### config.mk
export PLATFORM = sky130hd
export DESIGN_NAME = ex_div
export DESIGN_NICKNAME = d
export VERILOG_FILES = /design/src/rtl/ex_div.sv
export SDC_FILE = /design/constraint.sdc
export NUM_CORES = 1
export LEC_CHECK = 0
export CAP_MARGIN = 20
export CORE_MARGIN = 2
export CORE_UTILIZATION = 27
export CTS_BUF_LIST = sky130_fd_sc_hd__clkbuf_8
export DETAILED_ROUTE_END_ITERATION = 8
export SKIP_LAST_GASP = 1
export SLEW_MARGIN = 25
export SYNTH_ARGS = -nofsm -noshare
export SYNTH_HDL_FRONTEND = slang
export SYNTH_SLANG_ARGS = --single-unit
### constraint.sdc
create_clock -name clk -period 8 [get_ports clk]
set_input_delay 1.6 -clock clk [delete_from_list [all_inputs] [get_ports clk]]
set_output_delay 1.6 -clock clk [all_outputs]
set_load 0.05 [all_outputs]
### src/rtl/ex_div.sv
// ex_div: iterative 32-step restoring divider for the EX stage.
// Handles DIV (signed, truncating) and DIVU by dividing operand magnitudes and
// then fixing up the signs. The result is presented for one cycle in END.
//
// state   | meaning
// --------+---------------------------------------------------------------
// IDLE    | waiting for div_start; operands are sampled only here
// BY_ZERO | divisor was zero; one cycle, then END with a zero result
// ON      | one shift-subtract step per cycle, 32 steps in total
// END     | div_ready=1 with div_result valid for one cycle, then IDLE
module ex_div #(
  parameter int WIDTH = 32
) (
  input  logic                 clk,
  input  logic                 rst,
  input  logic                 div_start,
  input  logic                 div_signed,
  input  logic [WIDTH-1:0]     div_opdata1,
  input  logic [WIDTH-1:0]     div_opdata2,
  input  logic                 div_cancel,
  output logic [2*WIDTH-1:0]   div_result,
  output logic                 div_ready,
  output logic                 stallreq_for_div
);

  localparam int CW = $clog2(WIDTH) + 1;

  typedef enum logic [1:0] {
    IDLE    = 2'd0,
    BY_ZERO = 2'd1,
    ON      = 2'd2,
    END     = 2'd3
  } state_t;

  state_t             state_q, state_d;
  logic [CW-1:0]      cnt_q, cnt_d;
  // {remainder[WIDTH:0], quotient[WIDTH-1:0]}; the extra remainder bit
  // catches the shifted-out MSB before the trial subtraction.
  logic [2*WIDTH:0]   work_q, work_d;
  logic [WIDTH-1:0]   dvsr_q, dvsr_d;
  logic               sgn_q, sgn_d;
  logic               neg_quot_q, neg_quot_d;
  logic               neg_rem_q, neg_rem_d;

  logic               a_neg, b_neg;
  logic [WIDTH-1:0]   a_mag, b_mag;
  logic [2*WIDTH:0]   shifted;
  logic [WIDTH+1:0]   diff;
  logic [2*WIDTH:0]   step;
  logic [WIDTH-1:0]   quot_mag, rem_mag;

  // Operand magnitudes; two's-complement negation maps 0x80000000 to itself,
  // which is exactly its unsigned magnitude.
  assign a_neg = div_signed & div_opdata1[WIDTH-1];
  assign b_neg = div_signed & div_opdata2[WIDTH-1];
  assign a_mag = a_neg ? -div_opdata1 : div_opdata1;
  assign b_mag = b_neg ? -div_opdata2 : div_opdata2;

  // One restoring step: shift left, try to subtract the divisor, keep the
  // difference and set the quotient bit only when it does not go negative.
  assign shifted = {work_q[2*WIDTH-1:0], 1'b0};
  assign diff    = {1'b0, shifted[2*WIDTH:WIDTH]} - {2'b00, dvsr_q};
  assign step    = diff[WIDTH+1] ? shifted
                                 : {diff[WIDTH:0], shifted[WIDTH-1:1], 1'b1};

  assign quot_mag = work_q[WIDTH-1:0];
  assign rem_mag  = work_q[2*WIDTH-1:WIDTH];

  // State, counter, working register and latched operand info.
  always_ff @(posedge clk) begin
    if (rst) begin
      state_q    <= IDLE;
      cnt_q      <= '0;
      work_q     <= '0;
      dvsr_q     <= '0;
      sgn_q      <= 1'b0;
      neg_quot_q <= 1'b0;
      neg_rem_q  <= 1'b0;
    end else begin
      state_q    <= state_d;
      cnt_q      <= cnt_d;
      work_q     <= work_d;
      dvsr_q     <= dvsr_d;
      sgn_q      <= sgn_d;
      neg_quot_q <= neg_quot_d;
      neg_rem_q  <= neg_rem_d;
    end
  end

  // Next-state and datapath update; cancel aborts work in progress only.
  always_comb begin
    state_d    = state_q;
    cnt_d      = cnt_q;
    work_d     = work_q;
    dvsr_d     = dvsr_q;
    sgn_d      = sgn_q;
    neg_quot_d = neg_quot_q;
    neg_rem_d  = neg_rem_q;
    case (state_q)
      IDLE: begin
        if (div_start && !div_cancel) begin
          cnt_d      = '0;
          sgn_d      = div_signed;
          neg_quot_d = a_neg ^ b_neg;
          neg_rem_d  = a_neg;
          work_d     = {{(WIDTH+1){1'b0}}, a_mag};
          dvsr_d     = b_mag;
          state_d    = (div_opdata2 == '0) ? BY_ZERO : ON;
        end
      end
      BY_ZERO: begin
        if (div_cancel) begin
          state_d = IDLE;
        end else begin
          work_d  = '0;
          state_d = END;
        end
      end
      ON: begin
        if (div_cancel) begin
          state_d = IDLE;
        end else begin
          work_d = step;
          cnt_d  = cnt_q + 1'b1;
          if (cnt_q == CW'(WIDTH - 1)) begin
            state_d = END;
          end
        end
      end
      END: begin
        state_d = IDLE;
      end
      default: begin
        state_d = IDLE;
      end
    endcase
  end

  // Result is only visible in END; elsewhere the outputs are held at zero.
  always_comb begin
    div_ready  = 1'b0;
    div_result = '0;
    if (state_q == END) begin
      div_ready                    = 1'b1;
      div_result[WIDTH-1:0]        = (sgn_q && neg_quot_q) ? -quot_mag : quot_mag;
      div_result[2*WIDTH-1:WIDTH]  = (sgn_q && neg_rem_q) ? -rem_mag : rem_mag;
    end
  end

  assign stallreq_for_div = div_start & ~div_ready;

endmodule

After elaboration in Yosys (flattened, before gate mapping)

Index checks and enable logic that the tools add are counted.

Register bits: 107
Memories: 0
Word-level logic and storage cells: 58
Bits in latches: 0
RAM bits: 0
Input port bits: 69
Output and inout port bits: 66
Memory bits (read-only): 0

Bitwise operators: 5
Equal/unequal tests: 8
Multiplexer cells: 20
Add/subtract/negate cells: 6
Reduce and logical (&&, ||, !) cells: 12
Div/mod/pow operators: 0
Shift operators: 0
Multipliers: 0
Order comparisons: 0

Operator list:

| cell                | number |
|---|---|
| $mux 64             | 5 |
| $pmux 64 s3         | 1 |
| $mux 32             | 4 |
| $neg 32->32         | 4 |
| $sub 33x32->34      | 1 |
| $logic_not 32->1    | 1 |
| $mux 6              | 2 |
| $pmux 6 s2          | 1 |
| $mux 2              | 5 |
| $pmux 2 s4          | 1 |
| $add 6x1->6 const B | 1 |
| $eq 6x5->1 const B  | 1 |
| $ne 2x2->1 const B  | 3 |
| $eq 2x2->1 const B  | 2 |
| $reduce_and 2->1    | 2 |
| $reduce_and 4->1    | 1 |
| $and 1x1->1         | 3 |
| $logic_and 1x1->1   | 3 |
| $ne 3x3->1 const B  | 1 |
| $reduce_and 3->1    | 1 |
| $reduce_bool 3->1   | 1 |
| $eq 2x1->1 const B  | 1 |
| $logic_not 2->1     | 1 |
| $reduce_bool 2->1   | 1 |
| other kinds (4)     | 4 |

Longest topological paths before layout

Gate-level depths: netlist of the first run.

Depth in word-level cells: 4
Gate-level depth with buffers: 13
Gate-level depth less buffers: 12

Least setup slack after synthesis of the first run

Ideal clock, no wire load.

Kind: reg-to-output
From: register work_q[34]
To: output div_result[58]
Buffers on the path: 1
Arrival: 2,933 ps
Setup slack: 3,467 ps
Cell stages (with the launch flop): 10
Required time: 6,400 ps
Cells stage by stage: dfxtp_1 -> buf_2 -> or4_4 -> nor3_4 -> nand2_2 -> nor4_4 -> nand2_2 -> nor2_2 -> o21ai_0 -> a21boi_0

Cells in the longest elaborated chain, start to end: 3

Ends and longest elaborated chain:

| what                   | line | text |
|---|---|---|
| start, declared        | 39   | `logic [2*WIDTH:0] work_q, work_d;` |
| start signal, assigned | 82   | `work_q <= work_d;` |
| $neg 32->32            | 146  | `div_result[2*WIDTH-1:WIDTH] = (sgn_q && neg_rem_q) ? -rem_mag : rem_mag;` |
| $mux 32                | 146  |  |
| $mux 64                | 143  | `if (state_q == END) begin` |
| end, declared          | 21   | `output logic [2*WIDTH-1:0] div_result,` |

Every way passes these cells.

Worst setup path after layout of the first run

From: register work_q[1]
To: output div_result[29]

Cells in the longest elaborated chain, start to end: 3

Ends and longest elaborated chain:

| what        | line | text |
|---|---|---|
| $neg 32->32 | 145  | `div_result[WIDTH-1:0] = (sgn_q && neg_quot_q) ? -quot_mag : quot_mag;` |
| $mux 32     | 145  |  |
| $mux 64     | 143  |  |

Every way passes these cells.

==> results.txt, run 1 <==
Largest cells by area after synthesis: dfxtp_1 23%, a21oi_1 6.8%, xor2_1 6.8%
Critical R2R Launch: work_q[35]$_SDFFE_PP0P_
Total GRT Usage: 16.0%
Pre-Repair DR Iteration Count: 5
Min-Delay Startpoint: dvsr_q[30]$_SDFFE_PP0P_
Ys async rst share: 0%
Post-synthesis cell type count: 76
Die area: 35800 µm²
Leading area contributor after synthesis: dfxtp_1
Area of the multi-input gates: 6640 µm²
Reg2Reg Depth: 11
Setup TNS: 0 ps
DP HPWL: 22300 µm
Antenna-violating nets left: 0
Largest net degree at the start of global routing: 63
Slowest-stage cell, CP: clkdlybuf4s50_1
Number of synthesized flops with an enable pin: 0
Sequential-to-total area share from yosys stat: 23.1%
Cells after synthesis: 1272
I/O Buffers: 134
Core Rows: 67
Routed WL: 28900 µm
Top cells by count, synth: 126 x a21oi_1, 125 x o21ai_0, 122 x nor2_1
Syn Nets: 1385
Final period util: 64.5%
Max VDD drop: 0.142 mV
CP max FO: 7
Yosys warnings: 0
Top-area cell type share of the netlist area: 23.1%
Mean Syn Cell Area: 7.29 µm²
Clk_lat worst skew: 390 ps
Worst EP arrival: 3560 ps
Crit path required time: 6400 ps
Hold depth: 2
Hold EP: dvsr_q[30]$_SDFFE_PP0P_
Io pins: 135
Hold Fails Final Rpt: 0
Post-synth top flop: dfxtp_1
Clock Skews: 18.1 ps
Slew HR: 38.0%
H-Tree Depth: 3
Vias per cell: 5.03
First-pass GRT wire length: 46600 µm
Most frequent cell after synthesis: a21oi_1
Syn Std Cell Area: 9270 µm²
Startpoint types: flip-flop
Actual slew at the worst max-slew pin: 929 ps
# Max-Cap Violations: 0
Highest Clock Rate: 194 MHz
Vias in the first global route: 8939
Leak: 4.19 nW
Number of fill cells: 3613
Count of pins over their slew limit: 0
Routed WL per cell: 16.0 µm
Drt drc: 0
Register area: 2140 µm²
Slowest stage delay, CP: 800 ps
RSZ-0062 raised after global routing: false
Reg2reg setup slack: 4580 ps
Critical R2R Capture: work_q[62]$_SDFFE_PP0P_
Grt total ovfl: 0
Worst setup path class: reg2out
Routed vias: 9107
Die width: 189 µm
Most used cell, CP: nor3b_4
Final setup margin: 2840 ps
Worst setup EP type: primary output
PD cells: 231 nW/µm²
Hold Buf Count CTS: 0
Starting density of the core: 27.5%
Pre-CTS WS: 3250 ps
Worst Hold Class: reg2reg
Worst-path clk slew: 110 ps
Initial DRC Count: 548
Area added between synthesis and finish: 20.9%
Status: finished clean
Flops & latches, synth: 107
CTS Root Cell: clkbuf_8
# Post-CTS Setup Buffers: 0
Final Setup Violations: 0
CTS sink count: 107
Routability Congestion: 0.908
Tmin final: 5160 ps
Critical Path, Cell by Cell: or2_1 > nor4_2 > and2b_1 > nor3b_4 > nor3b_4 > nand2_2 > o31ai_4 > xnor2_1 > and2_1 > clkdlybuf4s50_1
CTS buffer count: 9
Initial antenna violation count: 2
Layout cell share with drive strength beyond 1: 4.85%
Nets@finish: 1470
Core area: 33700 µm²
Height of the chip: 189 µm
Cts repair resizes: 0
CTS tree: yes
CTS Buffer Depth: 2
power by group:
| part | internal [mW] | switching, mW |
|---|---|---|
| Sequential | 0.650 | 0.150 |
| Clock | 0.186 | 0.206 |
| Combinational | 0.531 | 0.863 |
| Total | 1.37 | 1.22 |
sequential cells by signal, summed over array words and instances (netlist names):
register	cells
neg_quot_q	1
neg_rem_q	1
state_q	2
dvsr_q	32
sgn_q	1
work_q	64
cnt_q	6
layout make-up:
class | count | area share, %
clock inverter | 6 | 0.793
timing repair buffer | 143 | 12.5
sequential | 107 | 19.1
antenna | 1 | 0.0223
inverter | 63 | 2.11
multi-input combinational | 1033 | 59.2
tap | 448 | 5.00
clock buffer | 10 | 1.23
worst max-delay path: cells and delay by family (launching register included):
| family | cells | cell delay (ps) |
|---|---|---|
| AOI/OAI and AO/OA | 1 | 240 |
| and+or+nand+nor | 7 | 1650 |
| xor gates and xnor gates | 1 | 130 |
| buffers and inverters | 1 | 800 |
| DFF | 1 | 360 |
cell usage in the layout, fill, tap and decap left out, drive strengths merged, types with 10 or more instances in the layout:
master,instances
a211oi,26
a21boi,10
a21oi,126
a31oi,10
and2,59
and3,11
buf,10
clkbuf,10
clkdlybuf4s50,133
dfxtp,107
ha,43
inv,65
mux2i,12
nand2,122
nand3,18
nand4,12
nor2,126
nor3,22
nor4,15
o21a,10
o21ai,136
o221ai,11
o31ai,13
or3,21
or4,11
xnor2,63
xor2,72
metrics by stage:
| step | std cells | hold WS, ps | util (%) | total power [mW] | area [µm²] |
|---|---|---|---|---|---|
| after floorplan | 1272 | 432 | - | 1.82 | 9270 |
| after global placement | 1794 | 441 | 32.6 | 2.19 | 11000 |
| after detailed placement | 1794 | 445 | 32.6 | 2.21 | 11000 |
| after CTS | 1810 | 462 | 33.2 | 2.60 | 11200 |
| after global routing | 1811 | 485 | 33.3 | 2.82 | 11200 |
| final | 1811 | 459 | 33.3 | 2.59 | 11200 |
logic make-up (layout without fill, tap and decap cells):
family                   Yosys count  count (layout)  share of synthesized area, %
AND/OR/NAND/NOR                  444             444                          24.9
AO/OA/AOI/OAI                    398             398                          26.5
XOR/XNOR                         135             135                          12.8
buffers and inverters            132             222                          5.45
flip-flops                       107             107                          23.1
adder cells (fa/ha/maj)           44              44                          6.02
multiplexers                      12              12                          1.30
other                              0               1                             0
per-layer routing:
layer | global-route usage, % | up-vias | routed length, µm
met5 | 0 | - | 13
met4 | 5.43 | 2 | 652
met3 | 2.37 | 27 | 1030
met2 | 28.0 | 217 | 14100
met1 | 20.1 | 4214 | 13100
li1 | - | 4647 | -
worst max-delay path by stage:
stage | depth (start not counted) | endpoint | slack, ps | startpoint
floorplan | 9 | div_result[58] | 3470 | work_q[34]$_SDFFE_PP0P_
global placement | 9 | div_result[61] | 3290 | work_q[38]$_SDFFE_PP0P_
detailed placement | 10 | div_result[29] | 3250 | work_q[1]$_SDFFE_PP0P_
CTS | 9 | div_result[63] | 2780 | work_q[38]$_SDFFE_PP0P_
global route | 10 | div_result[61] | 2590 | work_q[34]$_SDFFE_PP0P_
finish | 10 | div_result[29] | 2840 | work_q[1]$_SDFFE_PP0P_
No activity file was read; power rests on OpenSTA's default activity.
==> run 2: changes to the inputs <==
Clock period 8 ns to 5.07 ns, I/O delays scaled along.
==> run 2 against run 1 <==
  * Cell count barely moved
  * Total power grew 56%
  * Worst hold slack better by 5.2 ps
  * Sequential power increased by 57%
  * Design area down 0.11%
  * Combinational power is 58% higher
  * Register-to-register slack got worse by 2600 ps
  * Largest power group unchanged
  * Highest routed layer unchanged
==> results.txt, run 2 (synthesis results as in run 1) <==
Leak: 4.18 nW (-0.12%)
Worst setup path class: reg2out
Max VDD drop: 0.196 mV (+38%)
Final Setup Violations: 0 (unchanged)
Sequential Power Share: 31.3% (+0.3 points)
RSZ-0062 raised after global routing: false
CP max FO: 10 (+3)
Crit path required time: 4060 ps (-2340 ps)
Clk_lat worst skew: 390 ps (about the same)
Clk network pwr share: 14.1% (-1.0 points)
Status: finished clean
Logic pwr share: 54.6% (+0.7 points)
Hold_ws: 464 ps (+5.24 ps)
Routed wl met2: 13800 µm (-1.5%)
Largest net degree at the start of global routing: 63 (unchanged)
Placed insts: 1796 (+0.11%)
Sw Share: 47.9% (+0.75 points)
I/O Buffers: 134 (unchanged)
Height of the chip: 189 µm (unchanged)
Highest-count cells in the layout ignoring fill and taps: 133 x clkdlybuf4s50_1, 126 x a21oi_1, 125 x o21ai_0
Routed WL: 28700 µm (-0.63%)
CTS tree: yes
H-Tree Depth: 3 (unchanged)
Met3 wire length: 1460 µm (+42%)
CTS buffer count: 9 (unchanged)
Antenna-violating nets left: 0 (unchanged)
Routed vias: 9155 (+0.53%)
Area added between synthesis and finish: 20.8%
Setup TNS: 0 ps (unchanged)
Nets@finish: 1472 (+0.14%)
Starting density of the core: 27.5% (unchanged)
Worst EP arrival: 3610 ps (+50 ps)
DP HPWL: 22000 µm (-1.2%)
Met1 wire length: 12700 µm (-3.7%)
Number of fill cells: 3642 (+0.80%)
Vias in the first global route: 8636 (-3.4%)
Pre-CTS WS: 884 ps (-2370 ps)
Die area: 35800 µm² (unchanged)
Most flop-heavy register: work_q
Number of flip-flops under the largest register name: 64 (unchanged)
Initial DRC Count: 638 (+16%)
CTS Root Cell: clkbuf_8
Drt drc: 0 (unchanged)
Routed WL per cell: 15.8 µm (-0.69%)
Psw: 1.93 mW (+58%)
CTS sink count: 107 (unchanged)
Final non-filler cell total: 1812 (+0.055%)
Pre-Repair DR Iteration Count: 7 (+2)
Highest Clock Rate: 216 MHz
Core area: 33700 µm² (unchanged)
Cts repair resizes: 0 (unchanged)
Count of pins over their slew limit: 0 (unchanged)
Hold Fails Final Rpt: 0 (unchanged)
Tmin final: 4630 ps
Antenna diode count: 0 (-1)
Worst setup EP type: primary output
Clock Skews: 16.5 ps (-1.56 ps)
Top Registers: work_q (64), dvsr_q (32), cnt_q (6)
Final period util: 91.2%
Most used cell, CP: nand2_1
Worst Hold Class: reg2reg
Vias per cell: 5.05 (+0.47%)
Top Layer Used: met5
Grt total ovfl: 0 (unchanged)
# Post-CTS Setup Buffers: 0 (unchanged)
Die width: 189 µm (unchanged)
Most common cell after layout, fill and taps aside: clkdlybuf4s50_1
Routability Congestion: 0.928 (+2.1%)
Actual slew at the worst max-slew pin: 924 ps (-5.49 ps)
First-pass GRT wire length: 45600 µm (-2.1%)
Slew HR: 38.4% (+0.37 points)
Core Rows: 67 (unchanged)
PD cells: 359 nW/µm² (+56%)
# Max-Cap Violations: 0 (unchanged)
Final setup margin: 444 ps (-2400 ps)
Worst-path clk slew: 120 ps (about the same)
Slowest stage delay, CP: 800 ps (about the same)
Critical Path, Cell by Cell: nor4_1 > nand2_1 > nor2_2 > nand2_1 > o41ai_4 > o21a_4 > o21ai_1 > xor2_1 > and2_1 > clkdlybuf4s50_1
Initial antenna violation count: 2 (unchanged)
CTS Buffer Depth: 2 (unchanged)
Io pins: 135 (unchanged)
Startpoint types: flip-flop
Slowest-stage cell, CP: clkdlybuf4s50_1
Layout cell share with drive strength beyond 1: 4.99% (+0.14 points)
Hold Buf Count CTS: 0 (unchanged)
Total GRT Usage: 15.7% (-0.33 points)
Int Pwr: 2.10 mW (+53%)
[run 2: cell count changes in the layout (fill, tap and decap cells not counted)]
| cell | delta |
|---|---|
| inv_6 | -1 |
| clkbuf_8 | -1 |
| inv_8 | +1 |
| clkinv_4 | +1 |
| bufinv_16 | -1 |
| clkinvlp_4 | +1 |
| diode_2 | -1 |
| buf_4 | +2 |
[run 2: layer usage]
metal  vias to the layer above  track usage [%]
li1                       4665                -
met1                      4180             19.9
met2                       267             27.3
met3                        39             1.89
met4                         4             5.78
met5                         -                0
[run 2: power by group through the flow]
stage          Sequential, mW  Clock (mW)  Combinational (mW)
6_report                 1.26       0.567                2.20
5_1_grt                  1.29       0.614                2.46
4_1_cts                  1.26       0.587                2.20
3_5_place_dp             1.28           0                2.19
3_3_place_gp             1.27           0                2.17
2_1_floorplan            1.20           0                1.67
[run 2: path summary, 6_finish.rpt]
check | from | end | slack, ps | depth (start not counted)
worst max-delay path | work_q[34]$_SDFFE_PP0P_ | div_result[61] | 440 | 10
worst min-delay path | dvsr_q[31]$_SDFFE_PP0P_ | dvsr_q[31]$_SDFFE_PP0P_ | 460 | 2
worst max register to register | work_q[38]$_SDFFE_PP0P_ | work_q[62]$_SDFFE_PP0P_ | 1980 | 10
worst min register to register | dvsr_q[31]$_SDFFE_PP0P_ | dvsr_q[31]$_SDFFE_PP0P_ | 460 | 2
[run 2: through the flow]
stage	total power, mW	util [%]	instance area (µm²)
floorplan	2.87	-	9270
global placement	3.44	32.6	11000
detailed placement	3.47	32.6	11000
CTS	4.04	33.2	11200
global route	4.36	33.2	11200
finish	4.02	33.2	11200
[run 2: final cells by class]
| type | instances | area [µm²] | area share (%) |
|---|---|---|---|
| Tap cell | 448 | 561 | 5.01 |
| Timing Repair Buffer | 145 | 1420 | 12.7 |
| Multi-Input combinational cell | 1033 | 6640 | 59.3 |
| Clock buffer | 9 | 124 | 1.11 |
| Sequential cell | 107 | 2140 | 19.1 |
| Inverter | 63 | 236 | 2.11 |
| Clock inverter | 7 | 77.6 | 0.693 |
[run 2: critical path, delay by kind of cell (launching register included)]
family	cells	cell delay, ps
AND/OR/NAND/NOR	5	1080
flip-flops	1	420
AO/OA/AOI/OAI	3	750
XOR/XNOR	1	180
buffers and inverters	1	800
